===== config.mk =====
export PLATFORM = sky130hd
export DESIGN_NAME = tx_symbol_scheduler_flat
export DESIGN_NICKNAME = d
export VERILOG_FILES = /design/src/rtl/pcie_phys_pkg.sv /design/src/rtl/tx_symbol_scheduler_if.sv /design/src/rtl/tx_symbol_scheduler_skp_interval_timer.sv /design/src/rtl/tx_symbol_scheduler.sv /design/src/flat_wrapper.sv
export SDC_FILE = /design/constraint.sdc
export NUM_CORES = 1
export LEC_CHECK = 0
export ABC_CLOCK_PERIOD_IN_PS = 3260
export CORE_UTILIZATION = 58
export CTS_CLUSTER_SIZE = 30
export DETAILED_ROUTE_END_ITERATION = 10
export HOLD_SLACK_MARGIN = 0.03
export PLACE_DENSITY = 0.82
export SLEW_MARGIN = 5
export SYNTH_ARGS = -nofsm -noshare
export SYNTH_HDL_FRONTEND = slang
export SYNTH_SLANG_ARGS = --single-unit
export TNS_END_PERCENT = 20

===== constraint.sdc =====
create_clock -name clk_i -period 3.26 [get_ports clk_i]
set_input_delay 0.326 -clock clk_i [delete_from_list [all_inputs] [get_ports clk_i]]
set_output_delay 0.326 -clock clk_i [all_outputs]
set_load 0.02 [all_outputs]

===== src/rtl/pcie_phys_pkg.sv =====
// Shared symbol constants and scheduler state type for the PCIe PHY transmit path.
// Imported by the symbol scheduler and its SKP interval timer.
package pcie_phys_pkg;

  localparam logic [7:0] K28_5_COM = 8'hBC;
  localparam logic [7:0] K28_0_SKP = 8'h1C;
  localparam logic [7:0] D0_0_IDLE = 8'h00;

  localparam int SKP_OS_LEN      = 4;
  localparam int MAC_FRAME_BYTES = 4;

  typedef enum logic [1:0] {
    DISABLED,
    RUN,
    SKP
  } tx_sched_state_e;

  // An SKP ordered set is one COM followed by SKP symbols.
  function automatic logic [7:0] skp_os_symbol(input logic [1:0] idx);
    return (idx == 2'd0) ? K28_5_COM : K28_0_SKP;
  endfunction

endpackage


===== src/rtl/tx_symbol_scheduler_if.sv =====
// MAC-side frame handshake plus the symbol stream toward the 8b10b encoder.
// The slave modport is the scheduler; the master modport is the MAC/encoder side.
interface tx_symbol_scheduler_if;

  logic [31:0] mac_data_frame_i;
  logic        mac_data_frame_valid_i;
  logic        mac_data_frame_ready_o;
  logic [7:0]  sym_o;
  logic        sym_is_k_o;
  logic        sym_valid_o;
  logic        skp_active_o;

  modport master (
    output mac_data_frame_i,
    output mac_data_frame_valid_i,
    input  mac_data_frame_ready_o,
    input  sym_o,
    input  sym_is_k_o,
    input  sym_valid_o,
    input  skp_active_o
  );

  modport slave (
    input  mac_data_frame_i,
    input  mac_data_frame_valid_i,
    output mac_data_frame_ready_o,
    output sym_o,
    output sym_is_k_o,
    output sym_valid_o,
    output skp_active_o
  );

endinterface


===== src/rtl/tx_symbol_scheduler_skp_interval_timer.sv =====
// Counts RUN symbols and raises a saturating SKP request every SKP_INTERVAL symbols.
// skp_due_o already includes a wrap happening this cycle so the FSM can act on it at once.
module skp_interval_timer
  import pcie_phys_pkg::*;
#(
  parameter int SKP_INTERVAL = 1180,
  parameter int CNT_W        = $clog2(SKP_INTERVAL)
) (
  input  logic clk_i,
  input  logic rst_ni,
  input  logic clear_i,
  input  logic tick_i,
  input  logic service_i,
  output logic skp_due_o
);

  if (SKP_INTERVAL < 8) begin : g_bad_interval
    $error("SKP_INTERVAL must be at least 8");
  end

  logic [CNT_W-1:0] cnt_q;
  logic             pending_q;
  logic             wrap;

  assign wrap      = tick_i && (cnt_q == CNT_W'(SKP_INTERVAL - 1));
  assign skp_due_o = pending_q || wrap;

  // Servicing wins over a simultaneous wrap: that wrap is the request being serviced.
  always_ff @(posedge clk_i or negedge rst_ni) begin
    if (!rst_ni) begin
      cnt_q     <= '0;
      pending_q <= 1'b0;
    end else if (clear_i) begin
      cnt_q     <= '0;
      pending_q <= 1'b0;
    end else begin
      if (tick_i) begin
        cnt_q <= wrap ? '0 : cnt_q + CNT_W'(1);
      end
      if (service_i) begin
        pending_q <= 1'b0;
      end else if (wrap) begin
        pending_q <= 1'b1;
      end
    end
  end

endmodule


===== src/rtl/tx_symbol_scheduler.sv =====
// Serialises 32-bit MAC frames into one 8b10b symbol per clock, filling gaps with idle
// and inserting SKP ordered sets at frame boundaries when the interval timer asks.
module tx_symbol_scheduler
  import pcie_phys_pkg::*;
#(
  parameter int MAC_FRAME_WIDTH = 32,
  parameter int SKP_INTERVAL    = 1180,
  parameter int CNT_W           = $clog2(SKP_INTERVAL)
) (
  input  logic                  clk_i,
  input  logic                  rst_ni,
  input  logic                  en_i,
  tx_symbol_scheduler_if.slave  mac
);

  if (MAC_FRAME_WIDTH != 32) begin : g_bad_width
    $error("MAC_FRAME_WIDTH must be 32");
  end

  localparam logic [1:0] SKP_LAST  = 2'(SKP_OS_LEN - 1);
  localparam logic [1:0] BYTE_LAST = 2'(MAC_FRAME_BYTES - 1);

  tx_sched_state_e state_q, state_d;
  logic [31:0]     hold_q, hold_d;
  logic            hold_full_q, hold_full_d;
  logic [1:0]      byte_idx_q, byte_idx_d;
  logic [1:0]      skp_idx_q, skp_idx_d;
  logic [7:0]      sym_q, sym_d;
  logic            sym_is_k_q, sym_is_k_d;
  logic            sym_valid_q, sym_valid_d;
  logic            skp_active_q, skp_active_d;

  logic            boundary, skp_due, skp_service, ready, accept;
  logic [1:0]      next_byte;

  // State flags describe the symbol currently on sym_o; a boundary is an empty holder or byte 3 on the wire.
  assign boundary    = !hold_full_q || (byte_idx_q == BYTE_LAST);
  assign skp_service = en_i && (state_q == RUN) && boundary && skp_due;
  assign ready       = en_i && (state_q == RUN) && boundary && !skp_due;
  assign accept      = ready && mac.mac_data_frame_valid_i;
  assign next_byte   = byte_idx_q + 2'd1;

  skp_interval_timer #(
    .SKP_INTERVAL (SKP_INTERVAL),
    .CNT_W        (CNT_W)
  ) u_skp_timer (
    .clk_i     (clk_i),
    .rst_ni    (rst_ni),
    .clear_i   (!en_i),
    .tick_i    (state_q == RUN),
    .service_i (skp_service),
    .skp_due_o (skp_due)
  );

  always_comb begin
    state_d      = state_q;
    hold_d       = hold_q;
    hold_full_d  = hold_full_q;
    byte_idx_d   = byte_idx_q;
    skp_idx_d    = skp_idx_q;
    sym_d        = D0_0_IDLE;
    sym_is_k_d   = 1'b0;
    sym_valid_d  = 1'b0;
    skp_active_d = 1'b0;

    if (!en_i) begin
      state_d     = DISABLED;
      hold_d      = '0;
      hold_full_d = 1'b0;
      byte_idx_d  = '0;
      skp_idx_d   = '0;
    end else begin
      unique case (state_q)
        DISABLED: begin
          state_d     = RUN;
          sym_valid_d = 1'b1;
        end
        RUN: begin
          sym_valid_d = 1'b1;
          if (skp_service) begin
            state_d      = SKP;
            hold_full_d  = 1'b0;
            byte_idx_d   = '0;
            skp_idx_d    = '0;
            sym_d        = skp_os_symbol(2'd0);
            sym_is_k_d   = 1'b1;
            skp_active_d = 1'b1;
          end else if (accept) begin
            hold_d      = mac.mac_data_frame_i;
            hold_full_d = 1'b1;
            byte_idx_d  = '0;
            sym_d       = mac.mac_data_frame_i[7:0];
          end else if (boundary) begin
            hold_full_d = 1'b0;
            byte_idx_d  = '0;
          end else begin
            byte_idx_d = next_byte;
            sym_d      = hold_q[8*next_byte +: 8];
          end
        end
        SKP: begin
          sym_valid_d = 1'b1;
          if (skp_idx_q == SKP_LAST) begin
            state_d   = RUN;
            skp_idx_d = '0;
          end else begin
            skp_idx_d    = skp_idx_q + 2'd1;
            sym_d        = skp_os_symbol(skp_idx_q + 2'd1);
            sym_is_k_d   = 1'b1;
            skp_active_d = 1'b1;
          end
        end
        default: state_d = DISABLED;
      endcase
    end
  end

  always_ff @(posedge clk_i or negedge rst_ni) begin
    if (!rst_ni) begin
      state_q      <= DISABLED;
      hold_q       <= '0;
      hold_full_q  <= 1'b0;
      byte_idx_q   <= '0;
      skp_idx_q    <= '0;
      sym_q        <= D0_0_IDLE;
      sym_is_k_q   <= 1'b0;
      sym_valid_q  <= 1'b0;
      skp_active_q <= 1'b0;
    end else begin
      state_q      <= state_d;
      hold_q       <= hold_d;
      hold_full_q  <= hold_full_d;
      byte_idx_q   <= byte_idx_d;
      skp_idx_q    <= skp_idx_d;
      sym_q        <= sym_d;
      sym_is_k_q   <= sym_is_k_d;
      sym_valid_q  <= sym_valid_d;
      skp_active_q <= skp_active_d;
    end
  end

  assign mac.mac_data_frame_ready_o = ready;
  assign mac.sym_o                  = sym_q;
  assign mac.sym_is_k_o             = sym_is_k_q;
  assign mac.sym_valid_o            = sym_valid_q;
  assign mac.skp_active_o           = skp_active_q;

endmodule


===== src/flat_wrapper.sv =====
// flat-port wrapper written by rule: the top's interface ports become plain ports
module tx_symbol_scheduler_flat import pcie_phys_pkg::*;
#(
  parameter int MAC_FRAME_WIDTH = 32,
  parameter int SKP_INTERVAL    = 1180,
  parameter int CNT_W           = $clog2(SKP_INTERVAL)
)
  (clk_i, rst_ni, en_i, mac_mac_data_frame_i, mac_mac_data_frame_valid_i, mac_mac_data_frame_ready_o, mac_sym_o, mac_sym_is_k_o, mac_sym_valid_o, mac_skp_active_o);
  tx_symbol_scheduler_if mac_i ();
  input  logic clk_i;
  input  logic rst_ni;
  input  logic en_i;
  input wire logic [$bits(mac_i.mac_data_frame_i)-1:0] mac_mac_data_frame_i;
  input wire logic [$bits(mac_i.mac_data_frame_valid_i)-1:0] mac_mac_data_frame_valid_i;
  output wire logic [$bits(mac_i.mac_data_frame_ready_o)-1:0] mac_mac_data_frame_ready_o;
  output wire logic [$bits(mac_i.sym_o)-1:0] mac_sym_o;
  output wire logic [$bits(mac_i.sym_is_k_o)-1:0] mac_sym_is_k_o;
  output wire logic [$bits(mac_i.sym_valid_o)-1:0] mac_sym_valid_o;
  output wire logic [$bits(mac_i.skp_active_o)-1:0] mac_skp_active_o;
  assign mac_i.mac_data_frame_i = mac_mac_data_frame_i;
  assign mac_i.mac_data_frame_valid_i = mac_mac_data_frame_valid_i;
  assign mac_mac_data_frame_ready_o = mac_i.mac_data_frame_ready_o;
  assign mac_sym_o = mac_i.sym_o;
  assign mac_sym_is_k_o = mac_i.sym_is_k_o;
  assign mac_sym_valid_o = mac_i.sym_valid_o;
  assign mac_skp_active_o = mac_i.skp_active_o;
  tx_symbol_scheduler #(.MAC_FRAME_WIDTH(MAC_FRAME_WIDTH), .SKP_INTERVAL(SKP_INTERVAL), .CNT_W(CNT_W)) u_core (.clk_i(clk_i), .rst_ni(rst_ni), .en_i(en_i), .mac(mac_i));
endmodule

# --- Word level (Yosys, flattened, before mapping) ---
# Index checks and enable logic that the tools add are counted.
word_totals:
  inputBits: 36
  wordCells: 85
  output_inout_bits: 12
  regBits: 61
classes:
  shifts: 1
  addsub: 3
  reduce_logical: 17
  eq_ne: 13
  n_mux: 41
op_table:
  columns: ["op", "count"]
  rows:
  - ["two-way mux 32 bit", 4]
  - ["two-way mux 8 bit", 6]
  - ["two-way mux 11 bit", 3]
  - ["indexed part select 32 x 6 -> 8 bit", 1]
  - ["two-way mux 2 bit", 11]
  - ["one-hot mux 8 bit (2 select lines)", 1]
  - ["two-way mux 1 bit", 13]
  - ["adder 11 x 1 -> 11 bit (second input constant)", 1]
  - ["== test 11 bit (second input constant)", 1]
  - ["== test 2 bit (second input constant)", 3]
  - ["logical AND 1 bit", 6]
  - ["!= test 3 x 1 -> 1 bit (second input constant)", 2]
  - ["!= test 3 x 2 -> 1 bit (second input constant)", 2]
  - ["one-hot mux 2 bit (3 select lines)", 1]
  - ["AND reduction 2 bit", 3]
  - ["adder 2 x 1 -> 2 bit (second input constant)", 2]
  - ["logical NOT 2 bit", 2]
  - ["!= test 2 x 1 -> 1 bit (second input constant)", 2]
  - ["!= test 4 x 1 -> 1 bit (second input constant)", 1]
  - ["one-hot mux 2 bit (2 select lines)", 1]
  - ["AND reduction 3 bit", 1]
  - ["OR reduction 3 bit", 1]
  - ["== test 2 x 1 -> 1 bit (second input constant)", 1]
  - ["logical NOT 1 bit", 2]
  - ["other kinds (3)", 4]

# --- Longest topological paths before layout ---
depth:
  depth_word: 10
  mapped_depth: 9
  ltp_nobuf: 6

# --- Hierarchy ---
# A second synthesis with hierarchy kept.
unflattened:
  hier_cells: 298
  hier_area_um2: 2964.1
by_module_without_submodules:
  columns: ["module", "area_per_inst_um2", "seq_area_each_um2", "instances", "cells_each"]
  rows:
  - ["tx_symbol_scheduler", 2333.5, 1226.2, 1, 235]
  - ["skp_interval_timer", 630.6, 300.3, 1, 63]

# --- Worst setup path before layout ---
# Ideal clock, no wire load.
synth_timing:
  path_type: "register -> output"
  from: "register u_core.u_skp_timer.cnt_q[0]"
  to: "output mac_mac_data_frame_ready_o"
  t_arrival_ns: 1.601
  t_required_ns: 2.934
  path_stages_with_launch: 6
  n_path_buf: 1
  slack_ns: 1.333
  path_cell_list: "dfrtp_1 ha_1 and4bb_2 nand4_4 clkbuf_1 and3_1"
synth_between:
  elab_chain_len: 5
synth_lines:
  columns: ["element", "line_no", "text"]
  rows:
  - ["start: declaration", "tx_symbol_scheduler_skp_interval_timer.sv:21", "logic [CNT_W-1:0] cnt_q;"]
  - ["start signal: assignment", "tx_symbol_scheduler_skp_interval_timer.sv:38", "cnt_q <= wrap ? '0 : cnt_q + CNT_W'(1);"]
  - ["== test 11 bit", "tx_symbol_scheduler_skp_interval_timer.sv:25", "assign wrap = tick_i && (cnt_q == CNT_W'(SKP_INTERVAL - 1));"]
  - ["logical AND 1 bit", "tx_symbol_scheduler_skp_interval_timer.sv:25", null]
  - ["logical OR 1 bit", "tx_symbol_scheduler_skp_interval_timer.sv:26", "assign skp_due_o = pending_q || wrap;"]
  - ["logical NOT 1 bit", "tx_symbol_scheduler.sv:39", "assign ready = en_i && (state_q == RUN) && boundary && !skp_due;"]
  - ["logical AND 1 bit", "tx_symbol_scheduler.sv:39", null]
  - ["end: declaration", "flat_wrapper.sv:15", "output wire logic [$bits(mac_i.mac_data_frame_ready_o)-1:0] mac_mac_data_frame_ready_o;"]
# No other way between the ends.

# --- Worst setup path in the final report ---
layout_timing:
  from: "register u_core.state_q[1]"
  to: "output mac_mac_data_frame_ready_o"
layout_between:
  elab_chain_len: 5
  elab_cells_between_ends: 7
  classes_between: "eq/ne: 1; reduce/logical: 6"
layout_lines:
  columns: ["element", "line_no", "text"]
  rows:
  - ["start: declaration", "tx_symbol_scheduler.sv:23", "tx_sched_state_e state_q, state_d;"]
  - ["start signal: assignment", "tx_symbol_scheduler.sv:130", "state_q <= state_d;"]
  - ["== test 2 x 1 -> 1 bit *", "tx_symbol_scheduler.sv:39, tx_symbol_scheduler.sv:50", null]
  - ["logical AND 1 bit", "tx_symbol_scheduler_skp_interval_timer.sv:25", null]
  - ["logical OR 1 bit", "tx_symbol_scheduler_skp_interval_timer.sv:26", null]
  - ["logical NOT 1 bit", "tx_symbol_scheduler.sv:39", null]
  - ["logical AND 1 bit *", "tx_symbol_scheduler.sv:39", null]
# Every way passes the cells marked *; elsewhere a longest branch is shown, timed or not.

==> key figures <==
Status
  • Status: complete, no violations

Worst setup path
  • Slowest cell on crit path: clkdlybuf4s50_1
  • Critical Path Source Type: register
  • Worst Path Arrival: 2580 ps
  • Crit path kind: register to primary output
  • CP peak stage delay: approximately 590 ps
  • Worst EP required: 2930 ps
  • Critical-path maximum fanout: 13
  • Critical path, cell by cell: inv_1 -> ha_1 -> nand2_1 -> nor2_1 -> and3_1 -> clkdlybuf4s50_1
  • CP top delay family: buffers and inverters
  • Crit end category: primary output
  • WP buf/inv: 2

Routing
  • Via count: 2426
  • Via density: between 5 and 6
  • ANT nets after route: 0
  • Initial DRT Pass Iterations: 4
  • Routed WL: ~7000 microns
  • DRC: 0
  • WL per Instance: around 17 microns
  • DR iter-0 viols: 212

Logic synthesis
  • EDFF count, synth: 0
  • Average footprint of a synthesized cell: approximately 10 sq um
  • Yosys top cell area share: between 50% and 60%
  • Gate Count Post-Synth: approximately 290
  • Synthesized cell area: between 3000 and 4000 sq um
  • Area leader, netlist: dfrtp_1
  • Post-synth ARST share: 100%
  • Post-synthesis sequential area ratio: 50.1%
  • Ys flop type: dfrtp_1
  • Yosys cell types: 43
  • Synthesis Warnings: 0
  • Synth top area cells: dfrtp_1, mux4_2, nand3_1, nand2_1, o21ai_0
  • Yosys reg bits: 61
  • Syn nets: between 300 and 400

Clocking
  • Setup bufs post-CTS: 0
  • H-tree Lvls: 3
  • Reg clk slew, reported paths: ~70 ps
  • Sink Count: 61
  • Root buf cell: clkbuf_8
  • Skew-Pair Late Insertion Delay: 340 ps
  • CTS-repair resized insts: 0
  • CTS Buf Count: 9
  • CTS tree: built
  • Hold Buf Count CTS: 0
  • CTS max path bufs: 2

STA
  • Max Clock Skew: about 10 ps
  • Peak Freq: between 300 and 400 MHz
  • Fin crit period: 2900 ps
  • Final worst slack: 358 ps
  • Final setup fails: 0
  • Final hold viol count: 0
  • Slew HR: a little under a third
  • Final worst-path cycle share: approximately 89%
  • Hold_ws: 172 ps
  • Worst Max-Slew Pin Slew: ~1000 ps
  • Setup TNS: 0 ps
  • Fin. max-slew vios: 0
  • RSZ-0062 raised after global routing: false

Global route
  • First-pass GRT wire length: around 11000 microns
  • Initial antenna violation count: 0
  • Pin count of the biggest net entering global routing: about 50
  • Vias in the first global route: between 2000 and 2500
  • GRT Util Overall: approximately a quarter
  • Total gr overflow: 0

Power and ir drop
  • Leak pwr: approximately 1.6 nW
  • Internal power: 0.00117 W
  • Combinational cell fraction of total power: about 14%
  • Tot Pwr: 0.00160 W
  • Flop pwr share: 51.1%
  • Pwr Density: between 400 and 500 nW/um^2
  • Max VDD drop: around 0.27 mV
  • Sw Share: 27.3%
  • Switching Power: between 0.0004 and 0.0005 W
  • Clk pwr share: about a third

Worst hold path
  • Worst hold path type: input port to asynchronous set/reset pin

Die
  • Die area: roughly 5500 sq um
  • Die W: roughly 74 microns
  • Initial Util: about three fifths
  • Die height: ~74 microns
  • Io pins: between 40 and 50
  • Num rows: 26
  • Area of the core: approximately 5100 sq um

Run
  • Max_cap viols: 0

Placed design
  • Pre-CTS setup slack: 758 ps
  • Hpwl dp: 4570 microns
  • Gp weighted congestion: 0.902
  • Port bufs: 47

Final layout
  • Layout cells sized above 1: 10.9%
  • Final #Nets: roughly 380
  • Layout area overhead: 21.4%
  • N_diodes: 0
-- kinds of logic after synthesis --
family | after synthesis | synth area share (%)
AO/OA/AOI/OAI | 66 | 14.0
XOR/XNOR | 7 | 2.01
buffers and inverters | 25 | 4.27
multiplexers | 11 | 6.95
flip-flops | 61 | 50.1
AND/OR/NAND/NOR | 114 | 19.3
adder cells (fa/ha/maj) | 8 | 3.29
-- routing by layer --
metal  GRT usage (%)  share of wire, %  vias up
li1                -                 -     1137
met4            13.4               3.1        0
met3            6.91               7.5       20
met5               0                 0        -
met2            38.3                45      115
met1            37.7                44     1154
-- final timing paths --
check / slack (ps) / endpoint / startpoint / cells after the start
max: 360 / mac_mac_data_frame_ready_o / u_core.state_q[1] / 6
max reg2reg: 970 / u_core.hold_q[6] / u_core.state_q[1] / 7
min: 170 / u_core.mac.sym_o[3] / rst_ni / 1
min reg2reg: 490 / u_core.u_skp_timer.cnt_q[10] / u_core.u_skp_timer.cnt_q[10] / 1
min in group clk_i: 490 / u_core.u_skp_timer.cnt_q[10] / u_core.u_skp_timer.cnt_q[10] / 1
max in group asynchronous: 2280 / u_core.byte_idx_q[1] / rst_ni / 2
-- cell usage in the layout, fill, tap and decap left out, drive strengths merged, types with 4 or more instances in the layout --
cell type       n
a21oi           7
a22o            9
a31oi           7
and2            4
buf             8
clkbuf         10
clkdlybuf4s50  46
clkinv          5
dfrtp          61
ha              8
inv             5
mux4            8
nand2          39
nand2b          4
nand3          31
nand4           4
nor2           14
nor2b           4
o21ai          28
xnor2           5
-- through the flow --
| step | instances | utilization [%] | cell area [sq um] |
|---|---|---|---|
| 5_1_grt | 411 | 72.8 | 3690 |
| 6_report | 411 | 72.8 | 3690 |
| 4_1_cts | 411 | 72.8 | 3690 |
| 3_5_place_dp | 396 | 69.7 | 3540 |
| 2_1_floorplan | 292 | - | 3040 |
| 3_3_place_gp | 396 | 69.7 | 3540 |
-- sequential cells by signal, summed over array words and instances (netlist names) --
signal,cells
u_core.byte_idx_q,2
u_core.hold_full_q,1
u_core.hold_q,32
u_core.mac.sym_is_k_o,1
u_core.mac.sym_o,8
u_core.mac.sym_valid_o,1
u_core.skp_idx_q,2
u_core.state_q,2
u_core.u_skp_timer.cnt_q,11
u_core.u_skp_timer.pending_q,1
-- cell usage after synthesis (2+ instances only) --
library cell,n
a31o_2,2
nand3_1,31
nand2b_1,4
nor3_1,2
a21oi_1,7
a31oi_1,7
nor2b_1,4
dfrtp_1,61
a41oi_1,2
mux4_2,8
o2bb2ai_1,2
buf_6,4
clkbuf_1,13
and3_1,3
a21boi_0,2
a22o_1,9
o21ai_0,28
and2_1,3
ha_1,8
nand2_1,39
mux2i_1,2
inv_1,5
nand4_1,3
xor2_1,2
a22oi_1,2
a32oi_1,2
xnor2_1,5
buf_2,2
nor3b_1,3
nor2_1,14
-- final cells by class --
cell class	instances	area, sq um
clock inverters	5	28.8
repair buffers	54	518
multi-input cells	206	1390
clock buffers	10	128
inverters	5	18.8
well taps	70	87.6
fillers	383	1380
flip-flops and latches	61	1530
-- power groups by stage --
stage / Combinational (W) / Sequential (W) / Clock (W)
after global placement: 0.000221 / 0.000830 / 0
after CTS: 0.000229 / 0.000818 / 0.000562
after detailed placement: 0.000227 / 0.000832 / 0
after floorplan: 0.000132 / 0.000826 / 0
after global routing: 0.000250 / 0.000823 / 0.000594
final: 0.000229 / 0.000819 / 0.000557
Note: power is estimated with default switching activity, not from simulation.
